$ cat config.mk
export PLATFORM = sky130hd
export DESIGN_NAME = data_ram_arbiter
export DESIGN_NICKNAME = d
export VERILOG_FILES = /design/src/rtl/data_ram_arbiter.sv
export SDC_FILE = /design/constraint.sdc
export NUM_CORES = 1
export LEC_CHECK = 0
export CAP_MARGIN = 20
export CORE_ASPECT_RATIO = 1.2
export CORE_MARGIN = 2
export CORE_UTILIZATION = 40
export DETAILED_ROUTE_END_ITERATION = 7
export HOLD_SLACK_MARGIN = 0.12
export PLACE_DENSITY = 0.82
export SYNTH_ARGS = -nofsm -noshare
export SYNTH_HDL_FRONTEND = slang
export SYNTH_SLANG_ARGS = --single-unit
$ cat constraint.sdc
create_clock -name clk_i -period 3.2 [get_ports clk_i]
set_clock_uncertainty 0.2 [all_clocks]
set_input_delay 0.8 -clock clk_i [delete_from_list [all_inputs] [get_ports clk_i]]
set_output_delay 0.8 -clock clk_i [all_outputs]
set_load 0.005 [all_outputs]
$ cat src/rtl/data_ram_arbiter.sv
// rtl/data_ram_arbiter.sv - data RAM arbiter between CPU data port and host burst port
//
// Purpose:
//   Shares the single data RAM between the CPU data port and a host/debug
//   port. While the host owns the RAM the CPU is frozen through cpu_enable_o.
//   A quantum counter guarantees the CPU CPU_QUANTUM run cycles between
//   consecutive host bursts.
//
// Ports:
//   clk_i, res_ni        clock (rising edge), asynchronous active-low reset
//   run_i, cpu_enable_o  top-level run request in, CPU enable out
//   cpu_*_i, cpu_rdata_o CPU data port (sel, ld, addr, wdata, clr / read data)
//   host_req_i .. host_wdata_i   host burst request (level, held until ack)
//   host_ack_o, host_beat_o, host_rdata_o, host_rvalid_o, host_done_o
//                        host handshake, beat strobe and registered read data
//   ram_*_o, ram_rdata_i RAM pins
module data_ram_arbiter #(
  parameter int ADDR_W      = 12,
  parameter int DATA_W      = 16,
  parameter int LEN_W       = 5,
  parameter int CPU_QUANTUM = 4
) (
  input  logic              clk_i,
  input  logic              res_ni,
  input  logic              run_i,
  output logic              cpu_enable_o,
  input  logic              cpu_sel_i,
  input  logic              cpu_ld_i,
  input  logic [ADDR_W-1:0] cpu_addr_i,
  input  logic [DATA_W-1:0] cpu_wdata_i,
  input  logic              cpu_clr_i,
  output logic [DATA_W-1:0] cpu_rdata_o,
  input  logic              host_req_i,
  input  logic              host_wr_i,
  input  logic [ADDR_W-1:0] host_addr_i,
  input  logic [LEN_W-1:0]  host_len_i,
  input  logic [DATA_W-1:0] host_wdata_i,
  output logic              host_ack_o,
  output logic              host_beat_o,
  output logic [DATA_W-1:0] host_rdata_o,
  output logic              host_rvalid_o,
  output logic              host_done_o,
  output logic              ram_sel_o,
  output logic              ram_ld_o,
  output logic              ram_clr_o,
  output logic [ADDR_W-1:0] ram_addr_o,
  output logic [DATA_W-1:0] ram_wdata_o,
  input  logic [DATA_W-1:0] ram_rdata_i
);

  localparam int QW = $clog2(CPU_QUANTUM + 1);
  localparam logic [QW-1:0]    Q_MAX   = QW'(CPU_QUANTUM);
  localparam logic [QW-1:0]    Q_ONE   = QW'(1);
  localparam logic [LEN_W-1:0] LEN_ONE = LEN_W'(1);

  typedef enum logic [1:0] {
    CPU_OWN    = 2'd0,
    HOST_GRANT = 2'd1,
    HOST_BURST = 2'd2
  } state_e;

  state_e              state_q;
  logic [QW-1:0]       quantum_q;
  logic [QW-1:0]       quantum_d;
  logic [ADDR_W-1:0]   base_q;
  logic [LEN_W-1:0]    len_q;
  logic                wr_q;
  logic [LEN_W-1:0]    beat_q;
  logic [DATA_W-1:0]   host_rdata_q;
  logic                host_rvalid_q;
  logic                host_done_q;
  logic                grant_go;
  logic                last_beat;

  // The current run cycle already counts toward the quantum, so the CPU
  // gets exactly CPU_QUANTUM enabled cycles before the host is granted.
  always_comb begin
    quantum_d = quantum_q;
    if (run_i && (quantum_q != Q_MAX)) begin
      quantum_d = quantum_q + Q_ONE;
    end
  end

  assign grant_go  = host_req_i && ((quantum_d == Q_MAX) || !run_i);
  assign last_beat = (beat_q == (len_q - LEN_ONE));

  always_ff @(posedge clk_i or negedge res_ni) begin
    if (!res_ni) begin
      state_q       <= CPU_OWN;
      // Reset counts as a completed quantum: the host is eligible at once.
      quantum_q     <= Q_MAX;
      base_q        <= '0;
      len_q         <= LEN_ONE;
      wr_q          <= 1'b0;
      beat_q        <= '0;
      host_rdata_q  <= '0;
      host_rvalid_q <= 1'b0;
      host_done_q   <= 1'b0;
    end else begin
      host_rvalid_q <= 1'b0;
      host_done_q   <= 1'b0;
      case (state_q)
        CPU_OWN: begin
          quantum_q <= quantum_d;
          if (grant_go) begin
            state_q <= HOST_GRANT;
          end
        end
        HOST_GRANT: begin
          base_q  <= host_addr_i;
          len_q   <= (host_len_i == '0) ? LEN_ONE : host_len_i;
          wr_q    <= host_wr_i;
          beat_q  <= '0;
          state_q <= HOST_BURST;
        end
        HOST_BURST: begin
          if (!wr_q) begin
            host_rdata_q  <= ram_rdata_i;
            host_rvalid_q <= 1'b1;
          end
          beat_q <= beat_q + LEN_ONE;
          if (last_beat) begin
            host_done_q <= 1'b1;
            quantum_q   <= '0;
            state_q     <= CPU_OWN;
          end
        end
        default: begin
          state_q <= CPU_OWN;
        end
      endcase
    end
  end

  // Pin muxing is decoded from the registered state; the CPU path is a
  // combinational pass-through. Everything is forced quiet while in reset.
  always_comb begin
    cpu_enable_o = 1'b0;
    cpu_rdata_o  = '0;
    host_ack_o   = 1'b0;
    host_beat_o  = 1'b0;
    ram_sel_o    = 1'b0;
    ram_ld_o     = 1'b0;
    ram_addr_o   = '0;
    ram_wdata_o  = '0;
    if (res_ni) begin
      case (state_q)
        CPU_OWN: begin
          cpu_enable_o = run_i;
          cpu_rdata_o  = ram_rdata_i;
          ram_sel_o    = cpu_sel_i;
          ram_ld_o     = cpu_ld_i;
          ram_addr_o   = cpu_addr_i;
          ram_wdata_o  = cpu_wdata_i;
        end
        HOST_GRANT: begin
          host_ack_o = 1'b1;
        end
        HOST_BURST: begin
          host_beat_o = 1'b1;
          ram_sel_o   = 1'b1;
          ram_ld_o    = ~wr_q;
          // Natural ADDR_W-bit wrap from the top of memory back to 0.
          ram_addr_o  = base_q + ADDR_W'(beat_q);
          ram_wdata_o = host_wdata_i;
        end
        default: begin
          cpu_enable_o = 1'b0;
        end
      endcase
    end
  end

  assign ram_clr_o     = cpu_clr_i;
  assign host_rdata_o  = host_rdata_q;
  assign host_rvalid_o = host_rvalid_q;
  assign host_done_o   = host_done_q;

endmodule
==> flow_summary.ini <==
[worst_setup_path]
worst_ep_arrival_time_ps = 2320
crit_path_cell_trace = ha_2 -> fa_2 -> a21o_1 -> a21o_1 -> a21oi_4 -> nor4_1 -> or3_1 -> clkbuf_2
rr_endpoint = quantum_q[1]$_DFFE_PN0P_
worst-r2r-cell-count = 6
max_fanout_on_critical_path = 3
crit_buf_inv = 1
critPathLaunch = base_q[0]$_DFFE_PN0N_
cp-end-kind = output pin
crit_required_ps = 2200
rr_startpoint = len_q[0]$_DFFE_PN1N_
worst_path_dominant_cell_family = adder cells
timing.critical_path.slowest_cell_delay_ps = 390
setup.worst_path.class = reg -> out
critical_path.startpoint_type = flip-flop
crit_slowest_cell = dfrtp_1
reg2reg_slack_ps = 1060
critical_path.endpoint = ram_addr_o[10]
critical_path_depth = 8
timing.critical_path.mode_cell = a21o_1

[status]
violations = negative setup slack
outcome = complete, but fails checks

[power]
seqPwrFrac = 0.313
power_density_nw_per_um2 = 710
netSwitchingFraction = 0.359
irDropWorstVdd_mv = 0.410
leakage_nw = 2.14
clockPowerShare = 0.106
intPower_w = 0.00220
comb_power_share = 0.582
power.switching_w = 0.00123

[placement]
finalWeightedCongestion = 0.784
dpl-instance-area_um2 = 4620
post-dp-hpwl_mm = 6.77
pre_cts_slack_ps = -227
place.port_buffers = 150

[route]
drc_violation_count_after_routing = 0
routed-via-count = 2907
detailed_route_wire_length_per_cell_um = 15.6
drt-vias-per-instance = 5.30
route.antenna.remaining_nets = 0
dr.pass1.iters = 4
drt_iter0_markers = 51
routed_wl_mm = 8.56

[clocking]
clkTransAtPathRegs_ps = 80
cts.root.buffer_cell = clkbuf_8
cts.htree.levels = 2
clock_sink_count = 46
cts_tree = yes
cts_hold_buf = 0
clkLatencyLatePin_ps = 300
clock_path_buffers = 2
cts_buffers = 5

[final_layout]
finish.utilization = 0.700
finish.net_count = 560
diodes = 0
multi_input_area_um2 = 1660
area_growth_pct = 68.2
fillcell_total = 513
regArea_um2 = 1160
fin_area_um2 = 4830
drive_gt1_frac = 0.208

[floorplanning]
start_util = 0.416
die-height_um = 96.8
placeableCoreArea_um2 = 6900
die-area_um2 = 7870
ioPinCount = 153
die-width_um = 81.3
rows = 33

[timing]
post-route-period-util = 1.04
setup_ws_ps = -117
max_slew_margin = 0.792
slew_violations = 0
rsz0062_at_grt = yes
tightest_slew_ps = 311
setup_viol_count_final = 3
post-route-min-period_ps = 3320
post_route_setup_tns_ps = -295
max_freq_mhz = 301
finalHoldViolations = 0
hold-worst-slack_ps = 293

[logic_synthesis]
top_cells_by_area_synth = dfrtp_1 38%, mux2_2 8.6%, a22o_1 5.8%
ffs_latches_synth = 46
synth.most_common_cell = dfrtp_1
yosysUniqueCellTypes = 50
post_synth_inst_count = 287
synthTopCellsByCount = 44 x dfrtp_1, 26 x nand2_1, 22 x mux2_2
postSynth.asyncResetShare = 1.00
synthesis.area_um2 = 2870
ys.warnings.count = 0
synth_edf_count = 0
post_synth.cell_area_avg_um2 = 10.0
synth_area_leader_cell = dfrtp_1
synth.yosys.seq_area_share = 0.402
yosys_most_used_dff = dfrtp_1
syn_nets = 386
synthDominantCellAreaShare = 0.384

[worst_hold_path]
hold_path_class = in -> async

[grt]
first_global_vias = 2945
antenna_found_initial = 0
grt_overflow_total = 0
grt_util_all_layers = 0.210
maximum_number_of_pins_on_one_net_before_global_route_repair = 43
global_route_wire_length_before_repair_mm = 13.0

[job]
maxCapViolCount = 0
[registers in the layout (all words and copies together) (netlist names)]
register and flops:
len_q 5, host_rdata_o 16, beat_q 5, wr_q 1, quantum_q 3, host_done_o 1, state_q 2, base_q 12
host_rvalid_o 1
[final cells by class]
cell class	instances	area share
Multi-Input combinational cell	208	0.344
Sequential cell	46	0.240
Timing Repair Buffer	184	0.362
Clock inverter	1	0.00104
Tap cell	87	0.0226
Clock buffer	7	0.0179
Inverter	16	0.0124
[power groups by stage]
stage | sequential (W) | combinational [W] | clock (W)
finish | 0.00107 | 0.00199 | 0.000363
global route | 0.00111 | 0.00218 | 0.000395
CTS | 0.00107 | 0.00198 | 0.000374
detailed placement | 0.00107 | 0.00195 | 0
global placement | 0.00105 | 0.00190 | 0
floorplan | 0.00104 | 0.000997 | 0
[worst reg2reg max path, cell delays in order (launching register included)]
cell and delay (ps):
dfstp_2 550, inv_1 60, ha_1 320, xor2_1 180
nand4_1 230, nor3b_2 360, o21ai_1 130
[metrics by stage]
step	power, W	instances
after floorplan	0.00204	287
after global placement	0.00295	534
after detailed placement	0.00302	534
after CTS	0.00343	547
after global routing	0.00369	549
final	0.00343	549
[logic make-up after synthesis]
| family | share of synthesized area |
|---|---|
| AO/OA/AOI/OAI | 0.174 |
| XOR/XNOR | 0.0305 |
| adder cells (fa/ha/maj) | 0.0637 |
| buffers and inverters | 0.0480 |
| flip-flops | 0.402 |
| multiplexers | 0.125 |
| AND/OR/NAND/NOR | 0.157 |
[worst min path at each step]
stage          depth (start not counted)                     endpoint
2_1_floorplan                          1             wr_q$_DFFE_PN0N_
3_3_place_gp                           1  host_rdata_o[4]$_DFFE_PN0P_
3_5_place_dp                           1  host_rdata_o[6]$_DFFE_PN0P_
4_1_cts                                2        base_q[3]$_DFFE_PN0N_
5_1_grt                                2        base_q[9]$_DFFE_PN0N_
6_report                               2        base_q[8]$_DFFE_PN0N_
[cells in the final DEF, fill, tap and decap left out, drive strengths merged, types with 3 or more instances in the layout]
| master | instances |
|---|---|
| o21ai | 21 |
| nand3b | 3 |
| dfrtp | 44 |
| and3 | 18 |
| xor2 | 7 |
| buf | 39 |
| o211ai | 6 |
| nand2 | 26 |
| or4 | 4 |
| a21o | 3 |
| nand3 | 15 |
| inv | 16 |
| dlygate4sd2 | 3 |
| a22o | 19 |
| ha | 13 |
| nor2 | 5 |
| a211oi | 3 |
| mux2 | 30 |
| clkdlybuf4s50 | 138 |
| xnor2 | 3 |
| clkbuf | 10 |
[timing repair]
action                     in CTS  in global routing
buffers inserted                5                  4
gates resized for setup        28                 21
setup endpoints to repair      21                 28
pin swaps                      11                 11
[routing by layer]
layer / vias up / GRT usage / share of wire
met5: - / 0 / 0
met4: 0 / 0.0613 / 0.014
met3: 9 / 0.0672 / 0.11
met2: 134 / 0.397 / 0.52
met1: 1374 / 0.211 / 0.36
li1: 1390 / - / -
Note: power is estimated with default switching activity, not from simulation.
